**config.mk**
```make
export PLATFORM = sky130hd
export DESIGN_NAME = hazard_ctrl_flat
export DESIGN_NICKNAME = d
export VERILOG_FILES = /design/src/rtl/hazard_if.sv /design/src/rtl/hazard_ctrl.sv /design/src/flat_wrapper.sv
export SDC_FILE = /design/constraint.sdc
export NUM_CORES = 1
export LEC_CHECK = 0
export CAP_MARGIN = 20
export CELL_PAD_IN_SITES_DETAIL_PLACEMENT = 0
export CELL_PAD_IN_SITES_GLOBAL_PLACEMENT = 1
export CORE_ASPECT_RATIO = 0.75
export CORE_MARGIN = 3
export CORE_UTILIZATION = 24
export DETAILED_ROUTE_END_ITERATION = 12
export PLACE_DENSITY_LB_ADDON = 0.1
export SLEW_MARGIN = 5
export SYNTH_ARGS = -nofsm -noshare
export SYNTH_HDL_FRONTEND = slang
export SYNTH_SLANG_ARGS = --single-unit
```
**constraint.sdc**
```tcl
create_clock -name clk -period 2.06 [get_ports clk]
set_clock_uncertainty 0.1 [all_clocks]
set_input_delay 0.206 -clock clk [delete_from_list [all_inputs] [get_ports clk]]
set_output_delay 0.206 -clock clk [all_outputs]
set_load 0.01 [all_outputs]
```
**src/rtl/hazard_if.sv**
```systemverilog
// hazard_if: pipeline-side signals for the hazard controller; stat_* exist only with HAZ_STATS_EN
interface hazard_if;
  logic [4:0] id_ra;
  logic [4:0] id_rb;
  logic       id_usesA;
  logic       id_usesB;
  logic       id_div;
  logic [4:0] ex_ra;
  logic [4:0] ex_rb;
  logic [4:0] ex_rw;
  logic       ex_regWr;
  logic       ex_memtoreg;
  logic       branch_taken;
  logic [4:0] mem_rw;
  logic       mem_regWr;
  logic [4:0] wb_rw;
  logic       wb_regWr;
  logic       hazard;
  logic       BranchBubble;
  logic       ifid_flush;
  logic       pc_stall;
  logic       ifid_stall;
  logic       div_busy;
  logic [1:0] fwdA;
  logic [1:0] fwdB;
`ifdef HAZ_STATS_EN
  logic [31:0] stat_stall;
  logic [31:0] stat_bubble;
  modport master (
    output id_ra, id_rb, id_usesA, id_usesB, id_div, ex_ra, ex_rb, ex_rw, ex_regWr,
           ex_memtoreg, branch_taken, mem_rw, mem_regWr, wb_rw, wb_regWr,
    input  hazard, BranchBubble, ifid_flush, pc_stall, ifid_stall, div_busy, fwdA, fwdB,
           stat_stall, stat_bubble
  );
  modport slave (
    input  id_ra, id_rb, id_usesA, id_usesB, id_div, ex_ra, ex_rb, ex_rw, ex_regWr,
           ex_memtoreg, branch_taken, mem_rw, mem_regWr, wb_rw, wb_regWr,
    output hazard, BranchBubble, ifid_flush, pc_stall, ifid_stall, div_busy, fwdA, fwdB,
           stat_stall, stat_bubble
  );
`else
  modport master (
    output id_ra, id_rb, id_usesA, id_usesB, id_div, ex_ra, ex_rb, ex_rw, ex_regWr,
           ex_memtoreg, branch_taken, mem_rw, mem_regWr, wb_rw, wb_regWr,
    input  hazard, BranchBubble, ifid_flush, pc_stall, ifid_stall, div_busy, fwdA, fwdB
  );
  modport slave (
    input  id_ra, id_rb, id_usesA, id_usesB, id_div, ex_ra, ex_rb, ex_rw, ex_regWr,
           ex_memtoreg, branch_taken, mem_rw, mem_regWr, wb_rw, wb_regWr,
    output hazard, BranchBubble, ifid_flush, pc_stall, ifid_stall, div_busy, fwdA, fwdB
  );
`endif
endinterface

```
**src/rtl/hazard_ctrl.sv**
```systemverilog
// hazard_ctrl: load-use stall, branch-squash bubbles, divide hold and EX forwarding selects; HAZ_STATS_EN adds stall/bubble counters
module hazard_ctrl #(
  parameter int BRANCH_SLOTS = 1,
  parameter int DIV_CYCLES   = 8
) (
  input  logic clk,
  input  logic rst_n,
  hazard_if.slave hz
);
  typedef enum logic [1:0] {IDLE, BRFLUSH, DIVBUSY} state_t;
  localparam logic [4:0] BR_INIT  = (BRANCH_SLOTS > 1) ? 5'(BRANCH_SLOTS - 2) : 5'd0;
  localparam logic [4:0] DIV_INIT = 5'(DIV_CYCLES - 2);
  state_t     state_q, state_d;
  logic [4:0] cnt_q, cnt_d;
  logic       lu, busy, flush, stall;
  function automatic logic [1:0] fwd_sel(input logic [4:0] src, input logic [4:0] m_rw,
                                         input logic m_we, input logic [4:0] w_rw,
                                         input logic w_we);
    return (m_we && m_rw != 5'd0 && m_rw == src) ? 2'b10 :
           (w_we && w_rw != 5'd0 && w_rw == src) ? 2'b01 : 2'b00;
  endfunction
  // Hazard terms; load-use only counts while idle so an active flush or divide masks it
  always_comb begin
    lu    = (state_q == IDLE) & hz.ex_memtoreg & hz.ex_regWr & (hz.ex_rw != 5'd0) &
            ((hz.id_usesA & (hz.ex_rw == hz.id_ra)) | (hz.id_usesB & (hz.ex_rw == hz.id_rb)));
    busy  = state_q == DIVBUSY;
    flush = hz.branch_taken | (state_q == BRFLUSH);
    stall = (lu | busy) & ~hz.branch_taken;
  end
  // Next state: a taken branch wins over everything and squashes any pending divide
  always_comb begin
    state_d = state_q;
    cnt_d   = cnt_q;
    if (hz.branch_taken) begin
      state_d = (BRANCH_SLOTS > 1) ? BRFLUSH : IDLE;
      cnt_d   = BR_INIT;
    end else if (state_q != IDLE) begin
      state_d = (cnt_q == 5'd0) ? IDLE : state_q;
      cnt_d   = (cnt_q == 5'd0) ? 5'd0 : cnt_q - 5'd1;
    end else if (hz.id_div & ~lu) begin
      state_d = DIVBUSY;
      cnt_d   = DIV_INIT;
    end
  end
  // State and slot counter
  always_ff @(posedge clk or negedge rst_n) begin
    if (!rst_n) begin
      state_q <= IDLE;
      cnt_q   <= 5'd0;
    end else begin
      state_q <= state_d;
      cnt_q   <= cnt_d;
    end
  end
  assign hz.hazard       = lu | busy;
  assign hz.BranchBubble = flush;
  assign hz.ifid_flush   = flush;
  assign hz.pc_stall     = stall;
  assign hz.ifid_stall   = stall;
  assign hz.div_busy     = busy;
  assign hz.fwdA         = fwd_sel(hz.ex_ra, hz.mem_rw, hz.mem_regWr, hz.wb_rw, hz.wb_regWr);
  assign hz.fwdB         = fwd_sel(hz.ex_rb, hz.mem_rw, hz.mem_regWr, hz.wb_rw, hz.wb_regWr);
`ifdef HAZ_STATS_EN
  logic [31:0] stat_stall_q, stat_stall_d, stat_bubble_q, stat_bubble_d;
  // Saturating event counters
  always_comb begin
    stat_stall_d  = (stall & ~&stat_stall_q) ? stat_stall_q + 32'd1 : stat_stall_q;
    stat_bubble_d = (flush & ~&stat_bubble_q) ? stat_bubble_q + 32'd1 : stat_bubble_q;
  end
  // Counter registers
  always_ff @(posedge clk or negedge rst_n) begin
    if (!rst_n) begin
      stat_stall_q  <= 32'd0;
      stat_bubble_q <= 32'd0;
    end else begin
      stat_stall_q  <= stat_stall_d;
      stat_bubble_q <= stat_bubble_d;
    end
  end
  assign hz.stat_stall  = stat_stall_q;
  assign hz.stat_bubble = stat_bubble_q;
`endif
endmodule

```
**src/flat_wrapper.sv**
```systemverilog
// flat-port wrapper written by rule: the top's interface ports become plain ports
module hazard_ctrl_flat 
#(
  parameter int BRANCH_SLOTS = 1,
  parameter int DIV_CYCLES   = 8
)
  (clk, rst_n, hz_id_ra, hz_id_rb, hz_id_usesA, hz_id_usesB, hz_id_div, hz_ex_ra, hz_ex_rb, hz_ex_rw, hz_ex_regWr, hz_ex_memtoreg, hz_branch_taken, hz_mem_rw, hz_mem_regWr, hz_wb_rw, hz_wb_regWr, hz_hazard, hz_BranchBubble, hz_ifid_flush, hz_pc_stall, hz_ifid_stall, hz_div_busy, hz_fwdA, hz_fwdB);
  hazard_if hz_i ();
  input  logic clk;
  input  logic rst_n;
  input wire logic [$bits(hz_i.id_ra)-1:0] hz_id_ra;
  input wire logic [$bits(hz_i.id_rb)-1:0] hz_id_rb;
  input wire logic [$bits(hz_i.id_usesA)-1:0] hz_id_usesA;
  input wire logic [$bits(hz_i.id_usesB)-1:0] hz_id_usesB;
  input wire logic [$bits(hz_i.id_div)-1:0] hz_id_div;
  input wire logic [$bits(hz_i.ex_ra)-1:0] hz_ex_ra;
  input wire logic [$bits(hz_i.ex_rb)-1:0] hz_ex_rb;
  input wire logic [$bits(hz_i.ex_rw)-1:0] hz_ex_rw;
  input wire logic [$bits(hz_i.ex_regWr)-1:0] hz_ex_regWr;
  input wire logic [$bits(hz_i.ex_memtoreg)-1:0] hz_ex_memtoreg;
  input wire logic [$bits(hz_i.branch_taken)-1:0] hz_branch_taken;
  input wire logic [$bits(hz_i.mem_rw)-1:0] hz_mem_rw;
  input wire logic [$bits(hz_i.mem_regWr)-1:0] hz_mem_regWr;
  input wire logic [$bits(hz_i.wb_rw)-1:0] hz_wb_rw;
  input wire logic [$bits(hz_i.wb_regWr)-1:0] hz_wb_regWr;
  output wire logic [$bits(hz_i.hazard)-1:0] hz_hazard;
  output wire logic [$bits(hz_i.BranchBubble)-1:0] hz_BranchBubble;
  output wire logic [$bits(hz_i.ifid_flush)-1:0] hz_ifid_flush;
  output wire logic [$bits(hz_i.pc_stall)-1:0] hz_pc_stall;
  output wire logic [$bits(hz_i.ifid_stall)-1:0] hz_ifid_stall;
  output wire logic [$bits(hz_i.div_busy)-1:0] hz_div_busy;
  output wire logic [$bits(hz_i.fwdA)-1:0] hz_fwdA;
  output wire logic [$bits(hz_i.fwdB)-1:0] hz_fwdB;
  assign hz_i.id_ra = hz_id_ra;
  assign hz_i.id_rb = hz_id_rb;
  assign hz_i.id_usesA = hz_id_usesA;
  assign hz_i.id_usesB = hz_id_usesB;
  assign hz_i.id_div = hz_id_div;
  assign hz_i.ex_ra = hz_ex_ra;
  assign hz_i.ex_rb = hz_ex_rb;
  assign hz_i.ex_rw = hz_ex_rw;
  assign hz_i.ex_regWr = hz_ex_regWr;
  assign hz_i.ex_memtoreg = hz_ex_memtoreg;
  assign hz_i.branch_taken = hz_branch_taken;
  assign hz_i.mem_rw = hz_mem_rw;
  assign hz_i.mem_regWr = hz_mem_regWr;
  assign hz_i.wb_rw = hz_wb_rw;
  assign hz_i.wb_regWr = hz_wb_regWr;
  assign hz_hazard = hz_i.hazard;
  assign hz_BranchBubble = hz_i.BranchBubble;
  assign hz_ifid_flush = hz_i.ifid_flush;
  assign hz_pc_stall = hz_i.pc_stall;
  assign hz_ifid_stall = hz_i.ifid_stall;
  assign hz_div_busy = hz_i.div_busy;
  assign hz_fwdA = hz_i.fwdA;
  assign hz_fwdB = hz_i.fwdB;
  hazard_ctrl #(.BRANCH_SLOTS(BRANCH_SLOTS), .DIV_CYCLES(DIV_CYCLES)) u_core (.clk(clk), .rst_n(rst_n), .hz(hz_i));
endmodule
```
==> metrics, run 1 <==
status=finished, final reports clean; number of synthesized flops with an enable pin=0; Synth Flop Type=dfrtp_1; most common cell after layout, fill and taps aside=clkdlybuf4s50_1; pin count of the biggest net entering global routing=9; pwr/cell area=480.5 nW/um^2; Critical Path Source=hz_ex_ra[4]; Crit Path Max Fanout=2; Max Slew Vio Count=0; asr flop ratio synth=1.000; Hold Buf Count CTS=0; Min Hold Slack=between 0.1 and 0.15 ns; total grt overflow=0; cell area after synthesis=just over 800 um^2; Final Total Pwr=around 790 uW; worst min path class=input port to asynchronous set/reset pin; GRT Util Overall=0.1420; Clock Power Share=0.217; FP Rows=17; number of global-route vias before repair=roughly 1,100; setup TNS=0 ns; actual slew at the worst max-slew pin=~0.49 ns; syn_nets=between 100 and 150; Placed Cells=~210; Max Cap Viol=0; WL final=2813 um; HPWL after DPL=~2400 um; commonest non-fill, non-tap cells in the layout=clkdlybuf4s50_1 (31), buf_4 (20), xnor2_1 (16); fin crit share=0.9847; deepest clock path buffer count=2; share of cells above drive strength 1=0.2273; final setup vio count=0; routability cong.=0.7682; DRC viols=0; Ports=55; post-synth top area share=0.1852; root buffer cell=clkbuf_8; CP Data Required Time=about 1.8 ns; worst r2r src=u_core.cnt_q[0]; critical path capture point type=primary output; Iter 0 DRT Violations=20; Initial Util=0.2629; FF-to-FF path depth=7; Leakage=between 0.0007 and 0.0008 uW; CTS tree=built; distinct cell type count after synthesis=33; number of I/O port buffers=54; die width=roughly 73 um; Cell Count, Final, Fillers Out=214; type of the worst setup path=input port to primary output; CTS Buf Count=3; wire length of the first global-routing pass=about 4800 um; register area share after synthesis=0.1852; Final #Nets=224; core area=between 3000 and 4000 um^2; Worst R2R Setup Slack=roughly 0.38 ns; RR Endpoint=u_core.cnt_q[2]; Internal=roughly 500 uW; total clock sinks=6; Fin. Hold Viols=0; DR pass1 iterations=4; synthesized flop and latch total=6; final core utilization=0.5351; Logic pwr share=0.565; Achievable Freq=around 500 MHz; slew margin rel.=0.6753; H-tree levels=1; Worst-path clk slew=0.03 ns; unrepaired setup endpoints after global routing=true; initial antenna violation count=0; capture point of the worst path=hz_fwdA[0]; Die Ht=about 56 um; Via density=approximately 4.9; Seq pwr share=0.218; CP Data Arrival Time=between 1.5 and 2 ns; die footprint=4119 um^2; synthesized instance count=100; top post-synthesis cells by area=dfrtp_1 (19%), xnor2_1 (17%), xor2_1 (16%); Post-Syn Area per Cell=roughly 8.1 um^2; most area-hungry cell type in the Yosys netlist=dfrtp_1; switching share of power=0.3539; synthesis-to-finish area growth=103.5%; Wirelength per Cell=between 10 and 15 um; critical path startpoint category=input port; fin crit period=roughly 2.0 ns; yosys warns=0; sw power=280.6 uW; Antenna Diode Count=0; post-route antenna net violation count=0; clock latency on the worst-skew pair=about 0.22 ns; vias=approximately 1,000; maximum VDD drop=249.2 uV
[synthesized netlist by cell type (all sizes together), types with 2 or more instances]
master / count
a211oi: 2
nand3: 4
nor4: 4
xor2: 15
o21ai: 7
nand2: 6
a21oi: 3
nor2: 3
nand4: 2
buf: 3
a31oi: 2
dfrtp: 6
or4: 4
xnor2: 16
nor3: 3
inv: 6
[worst min-delay path by stage]
| stage | to | slack (ns) | depth (start not counted) |
|---|---|---|---|
| after CTS | u_core.cnt_q[4] | 0.14 | 1 |
| after floorplan | u_core.cnt_q[0] | -0.19 | 0 |
| after detailed placement | u_core.cnt_q[4] | 0.37 | 1 |
| final | u_core.cnt_q[4] | 0.13 | 1 |
| after global placement | u_core.cnt_q[4] | 0.37 | 1 |
| after global routing | u_core.cnt_q[4] | 0.16 | 1 |
[flip-flops by register name (all words and copies together), names as in the netlist]
name            cells
u_core.cnt_q        5
u_core.state_q      1
[repair_timing]
item	CTS	global route
cloned	0	0
pin swaps	7	10
endpoints found under the hold margin	0	0
resized for setup	39	13
endpoints found under the setup margin	7	7
buffers inserted	1	1
[metrics by stage]
stage | instance area (um^2) | worst slack (ns)
final | 1650 | 0.03152
after detailed placement | 1526 | -0.5737
after global routing | 1650 | -0.02997
after global placement | 1526 | -0.5583
after floorplan | 810.8 | 0.4009
after CTS | 1602 | -0.1811
[power by group through the flow]
stage / Clock [uW] / Sequential, uW / Combinational, uW
2_1_floorplan: 0 / 178 / 200
3_3_place_gp: 0 / 172 / 437
3_5_place_dp: 0 / 174 / 443
4_1_cts: 175 / 172 / 444
5_1_grt: 184 / 176 / 501
6_report: 172 / 173 / 448
[critical path, stage by stage]
cell and delay (ns):
clkdlybuf4s50_1 0.45, xor2_1 0.19, or4_4 0.54, nor4_4 0.17, buf_2 0.17
[routing by layer]
layer | track usage | routed length, um
met4 | 0.02368 | 7
met5 | 0 | 0
met1 | 0.1934 | 1247
met3 | 0.03220 | 185
met2 | 0.2293 | 1373
[cell type report]
type                       count  area, um^2
multi-input combinational     85       685.7
fill                         280        1434
tap                           38       47.55
clock buffer                   3       41.29
sequential                     6       150.1
timing repair buffer          76       703.2
inverter                       6       22.52
[cell families (layout without fill, tap and decap cells)]
| group | after synthesis | count (layout) | synth area share |
|---|---|---|---|
| xor+xnor | 31 | 31 | 0.3349 |
| simple gates | 29 | 29 | 0.2068 |
| fa+ha+maj | 1 | 1 | 0.01543 |
| flops | 6 | 6 | 0.1852 |
| buf+inv | 9 | 85 | 0.05555 |
| compound gates | 24 | 24 | 0.2022 |
No activity file was read; power rests on OpenSTA's default activity.
==> inputs of run 2 (changes only) <==
--- a/config.mk
+++ b/config.mk
@@ -13,7 +13,7 @@
 export CORE_UTILIZATION = 24
 export DETAILED_ROUTE_END_ITERATION = 12
 export PLACE_DENSITY_LB_ADDON = 0.1
-export SLEW_MARGIN = 5
+export SLEW_MARGIN = 25
 export SYNTH_ARGS = -nofsm -noshare
 export SYNTH_HDL_FRONTEND = slang
 export SYNTH_SLANG_ARGS = --single-unit
==> results of run 2 <==
No change in the layout: final DEF, timing and power equal those of run 1.
